### src/rtl/a2d_arb_pkg.sv
// Shared types and constants for the A2D converter arbiter.
package a2d_arb_pkg;

    localparam int unsigned CH_W        = 3;
    localparam int unsigned RES_W       = 12;
    localparam int unsigned TIMEOUT_DEF = 4096;

    typedef enum logic [1:0] {
        IDLE  = 2'd0,
        START = 2'd1,
        WAIT  = 2'd2,
        DONE  = 2'd3
    } state_e;

endpackage

### src/rtl/rr_pick.sv
// Combinational round-robin picker: first set request searching upward from ptr_i+1.
module rr_pick #(
    parameter  int unsigned N     = 2,
    localparam int unsigned IDX_W = (N > 1) ? $clog2(N) : 1
) (
    input  logic [N-1:0]     req_i,
    input  logic [IDX_W-1:0] ptr_i,
    output logic [N-1:0]     win_o,
    output logic [IDX_W-1:0] idx_o,
    output logic             any_o
);

    logic [IDX_W-1:0] cand;

    always_comb begin
        cand  = '0;
        idx_o = '0;
        any_o = 1'b0;
        for (int unsigned k = 1; k <= N; k++) begin
            cand = IDX_W'((32'(ptr_i) + k) % N);
            if (!any_o && req_i[cand]) begin
                idx_o = cand;
                any_o = 1'b1;
            end
        end
        win_o = any_o ? (N'(1) << idx_o) : '0;
    end

endmodule

### src/rtl/a2d_arbiter.sv
// Round-robin arbiter sharing one A2D_intf converter among NUM_REQ requesters,
// with a blanking cycle after start and a watchdog on missing completions.
module a2d_arbiter
    import a2d_arb_pkg::*;
#(
    parameter int unsigned NUM_REQ     = 2,
    parameter int unsigned TIMEOUT_CYC = TIMEOUT_DEF
) (
    input  logic                      clk,
    input  logic                      rst_n,
    input  logic [NUM_REQ-1:0]        req,
    input  logic [CH_W*NUM_REQ-1:0]   req_chnnl,
    output logic [NUM_REQ-1:0]        gnt,
    output logic [NUM_REQ-1:0]        rsp_vld,
    output logic [NUM_REQ-1:0]        rsp_err,
    output logic [RES_W-1:0]          rsp_res,
    output logic [CH_W-1:0]           chnnl,
    output logic                      strt_cnv,
    input  logic                      cnv_cmplt,
    input  logic [RES_W-1:0]          res
);

    localparam int unsigned IDX_W = (NUM_REQ > 1) ? $clog2(NUM_REQ) : 1;
    localparam int unsigned TMR_W = $clog2(TIMEOUT_CYC);

    state_e               state_q, state_d;
    logic [IDX_W-1:0]     ptr_q, ptr_d;
    logic [IDX_W-1:0]     idx_q, idx_d;
    logic [TMR_W-1:0]     timer_q, timer_d;
    logic [NUM_REQ-1:0]   gnt_q, gnt_d;
    logic [NUM_REQ-1:0]   vld_q, vld_d;
    logic [NUM_REQ-1:0]   err_q, err_d;
    logic [RES_W-1:0]     res_q, res_d;
    logic [CH_W-1:0]      chnnl_q, chnnl_d;
    logic                 strt_q, strt_d;

    logic [NUM_REQ-1:0]   pick_win;
    logic [IDX_W-1:0]     pick_idx;
    logic                 pick_any;

    rr_pick #(.N(NUM_REQ)) u_rr_pick (
        .req_i (req),
        .ptr_i (ptr_q),
        .win_o (pick_win),
        .idx_o (pick_idx),
        .any_o (pick_any)
    );

    // ptr_q holds the last winner; NUM_REQ-1 after reset so requester 0 wins first
    always_ff @(posedge clk or negedge rst_n) begin
        if (!rst_n) begin
            state_q <= IDLE;
            ptr_q   <= IDX_W'(NUM_REQ - 1);
            idx_q   <= '0;
            timer_q <= '0;
            gnt_q   <= '0;
            vld_q   <= '0;
            err_q   <= '0;
            res_q   <= '0;
            chnnl_q <= '0;
            strt_q  <= 1'b0;
        end else begin
            state_q <= state_d;
            ptr_q   <= ptr_d;
            idx_q   <= idx_d;
            timer_q <= timer_d;
            gnt_q   <= gnt_d;
            vld_q   <= vld_d;
            err_q   <= err_d;
            res_q   <= res_d;
            chnnl_q <= chnnl_d;
            strt_q  <= strt_d;
        end
    end

    always_comb begin
        state_d = state_q;
        ptr_d   = ptr_q;
        idx_d   = idx_q;
        timer_d = timer_q;
        gnt_d   = gnt_q;
        vld_d   = '0;
        err_d   = '0;
        res_d   = res_q;
        chnnl_d = chnnl_q;
        strt_d  = 1'b0;

        case (state_q)
            IDLE: begin
                if (pick_any) begin
                    idx_d   = pick_idx;
                    chnnl_d = req_chnnl[32'(pick_idx) * CH_W +: CH_W];
                    gnt_d   = pick_win;
                    strt_d  = 1'b1;
                    state_d = START;
                end
            end
            START: begin
                timer_d = '0;
                state_d = WAIT;
            end
            WAIT: begin
                timer_d = timer_q + TMR_W'(1);
                // timer_q == 0 is the blanking cycle: a completion seen there is stale
                if ((timer_q != '0) && cnv_cmplt) begin
                    res_d   = res;
                    vld_d   = gnt_q;
                    state_d = DONE;
                end else if (timer_q == TMR_W'(TIMEOUT_CYC - 2)) begin
                    err_d   = gnt_q;
                    gnt_d   = '0;
                    ptr_d   = idx_q;
                    state_d = IDLE;
                end
            end
            DONE: begin
                gnt_d   = '0;
                ptr_d   = idx_q;
                state_d = IDLE;
            end
            default: state_d = IDLE;
        endcase
    end

    assign gnt      = gnt_q;
    assign rsp_vld  = vld_q;
    assign rsp_err  = err_q;
    assign rsp_res  = res_q;
    assign chnnl    = chnnl_q;
    assign strt_cnv = strt_q;

endmodule
### config.mk
export PLATFORM = sky130hd
export DESIGN_NAME = a2d_arbiter
export DESIGN_NICKNAME = d
export VERILOG_FILES = /design/src/rtl/a2d_arb_pkg.sv /design/src/rtl/rr_pick.sv /design/src/rtl/a2d_arbiter.sv
export SDC_FILE = /design/constraint.sdc
export NUM_CORES = 1
export LEC_CHECK = 0
export CAP_MARGIN = 20
export CORE_UTILIZATION = 35
export DETAILED_ROUTE_END_ITERATION = 10
export PLACE_DENSITY = 0.57
export SYNTH_ARGS = -nofsm -noshare
export SYNTH_HDL_FRONTEND = slang
export SYNTH_HIERARCHICAL = 1
export SYNTH_SLANG_ARGS = --single-unit
### constraint.sdc
create_clock -name clk -period 2.4 [get_ports clk]
set_input_delay 0.48 -clock clk [delete_from_list [all_inputs] [get_ports clk]]
set_output_delay 0.48 -clock clk [all_outputs]
set_load 0.005 [all_outputs]
==> metrics.yaml <==
critical_path:
  r2r_slack_ns: 0.14
  r2r_end: "ptr_q"
  arrival_ns: 2.49
  reg2regPathDepth: 6
  cp_max_fo: 13
  worstSetupPathType: "flop to flop"
  cp-start-kind: "flop"
  crit_path_end_kind: "flop"
  worstReg2RegStart: "timer_q[0]"
  required_ns: 2.62
clock_network:
  post_cts_resized: 0
  numCtsBuffers: 5
  clk_pin_slew_ns: 0.07
  hold_buffers: 0
  cts.sinks: 38
  cts_tree: "done"
  cts_root_buf: "clkbuf_8"
  cts.htree.levels: 2
  clk-insertion-delay-late_ns: 0.29
  cts_buffer_depth: 2
  cts_setup_buffers: 0
worst_hold_path:
  hold_path_end: "chnnl[0]"
  hold_depth: 2
  min_path_type: "flop to flop"
  min-delay-start: "chnnl[0]"
die:
  die_height_um: 75.93
  ios: 45
  row_count: 26
  core_area_um2: 5172
  start_util_pct: 36.99
  die_area_um2: 5765
  die_w_um: 75.93
yosys:
  yosysWarnings: 6
  synth_seq_cells: 38
  ys_seq_area_share_pct: 49.77
  syn-cell-area_um2: 1913
  synth_edf_count: 0
  synthTopCellsByArea: "dfrtp_1 48%, mux2_4 7.8%, ha_1 5.2%"
  ys_types: 42
  syn_inst: 171
  synth_fp_nets: 202
  synth_top_area_cell: "dfrtp_1"
  ys.flop_type: "dfrtp_1"
  synthArstFlopShare_pct: 100.0
  yosys.area.top_type_share_pct: 48.40
  syn_avg_cell_area_um2: 11.19
global_routing:
  track_usage_pct: 15.85
  grt_max_degree: 39
  grt_overflow_total: 0
  grt_antenna_before_repair: 0
  grt_pass1_vias: 1476
  grt_pass1_wl_um: 7238
cells_and_area:
  layout.nets: 251
  ff_latch_area_um2: 952.2
  area_delta_synth_final_pct: 32.37
  utilization_pct: 48.96
  drive_gt1_share_pct: 13.12
  multi_input_area_um2: 885.9
  final-instance-count-excl-fill: 291
  final_cell_mix: "44 x clkdlybuf4s50_1, 37 x dfrtp_1, 13 x nand2_1"
  diodes: 0
  final_common_cell: "clkdlybuf4s50_1"
  stdcell_area_um2: 2532
  nFillCells: 449
outcome:
  status: "finished, final reports clean"
place:
  hpwl_um: 2991
  placed_cell_area_um2: 2441
  gp_congestion: 0.8963
  numPortBuffers: 44
  place_ws_ns: 0.1529
  placed_cells: 283
timing:
  slew_violations: 0
  rsz0062_at_grt: "false"
  finalSetupViolCount: 0
  fin_worst_skew_ns: 0.008797
  fin_tns_setup_ns: 0
  setup_ws_ns: 0.1363
  slew_headroom_pct: 64.61
  timing.final.crit_period_ns: 2.264
  timing.final.crit_share_pct: 94.32
  hold_viol: 0
  max_freq_mhz: 441.8
  tightest_slew_ns: 0.5298
detailed_routing:
  drc: 0
  finalWirelength_um: 4181
  drtIter0Drc: 48
  ant_nets: 0
  wire_per_inst_um: 14.37
  vias: 1456
  dr.pass1.iters: 4
  vias_per_cell: 5.003
power:
  ir_drop_mv: 0.4605
  p_switching_mw: 0.7691
  power_frac_seq_pct: 39.4
  powerDensity_nw_per_um2: 960.5
  p_int_mw: 1.663
  netSwitchingFraction_pct: 31.62
  p_leak_nw: 1.109
  p_clk_share_pct: 18.4
  pwr-share-comb_pct: 42.2
run:
  cap_violations: 0
-- how the worst max path moves through the flow --
stage	startpoint	end	slack, ns
2_1_floorplan	timer_q[0]	rsp_res[10]	0.36
3_3_place_gp	timer_q[0]	ptr_q	0.21
3_5_place_dp	timer_q[0]	ptr_q	0.15
4_1_cts	timer_q[0]	ptr_q	0.14
5_1_grt	timer_q[0]	ptr_q	0.04
6_report	timer_q[0]	ptr_q	0.14
-- metrics by stage --
step / hold WS [ns] / power [mW]
floorplan: 0.1844 / 1.516
global placement: 0.4665 / 1.966
detailed placement: 0.4791 / 1.998
CTS: 0.4954 / 2.464
global route: 0.5297 / 2.605
finish: 0.4888 / 2.432
-- flip-flops by register name, indices dropped and copies added (netlist names), 2 cells and up --
signal,cells
chnnl,3
rsp_res,12
rsp_err,2
rsp_vld,2
state_q,2
gnt,2
timer_q,12
-- metal layers --
metal,routed length [um],global-route usage [%]
met1,2028,21.24
met2,1831,23.73
met3,206,4.096
met4,115,7.885
met5,0,0
-- cells by family after synthesis --
logic type | share of synthesized area [%]
and+or+nand+nor | 16.29
adders and majority gates | 5.232
AOI/OAI and AO/OA | 10.20
xor gates and xnor gates | 2.289
buffers and inverters | 3.924
muxes | 12.30
DFF | 49.77
-- cells in the mapped netlist (4+ instances only) --
| master | instances |
|---|---|
| nor3_1 | 5 |
| dfrtp_1 | 37 |
| mux2_2 | 4 |
| mux2_4 | 10 |
| nand3_1 | 8 |
| ha_1 | 8 |
| inv_1 | 12 |
| nand4_1 | 4 |
| mux2i_1 | 4 |
| o21ai_0 | 8 |
| a21oi_1 | 5 |
| nand2_1 | 13 |
| clkbuf_1 | 5 |
| nor2_1 | 9 |
-- power groups by stage --
stage | logic [mW] | clock network, mW | registers (mW)
floorplan | 0.553 | 0 | 0.963
global placement | 1.01 | 0 | 0.961
detailed placement | 1.03 | 0 | 0.968
CTS | 1.04 | 0.469 | 0.957
global route | 1.12 | 0.496 | 0.987
finish | 1.03 | 0.448 | 0.957
-- cell type report --
cell class / count / share of cell area [%]
Inverter: 12 / 1.779
Sequential cell: 38 / 37.60
Clock buffer: 7 / 3.409
Multi-Input combinational cell: 115 / 34.98
Tap cell: 70 / 3.458
Clock inverter: 1 / 0.1976
Timing Repair Buffer: 48 / 18.58
-- critical path, cell delays in order, from the launching register on --
cell and delay [ns]:
dfrtp_1 0.41, inv_1 0.12, ha_1 0.15, or4b_1 0.53, o311a_4 0.46, a21oi_1 0.18, mux2_2 0.35
Power figures use the tool's default switching activity.
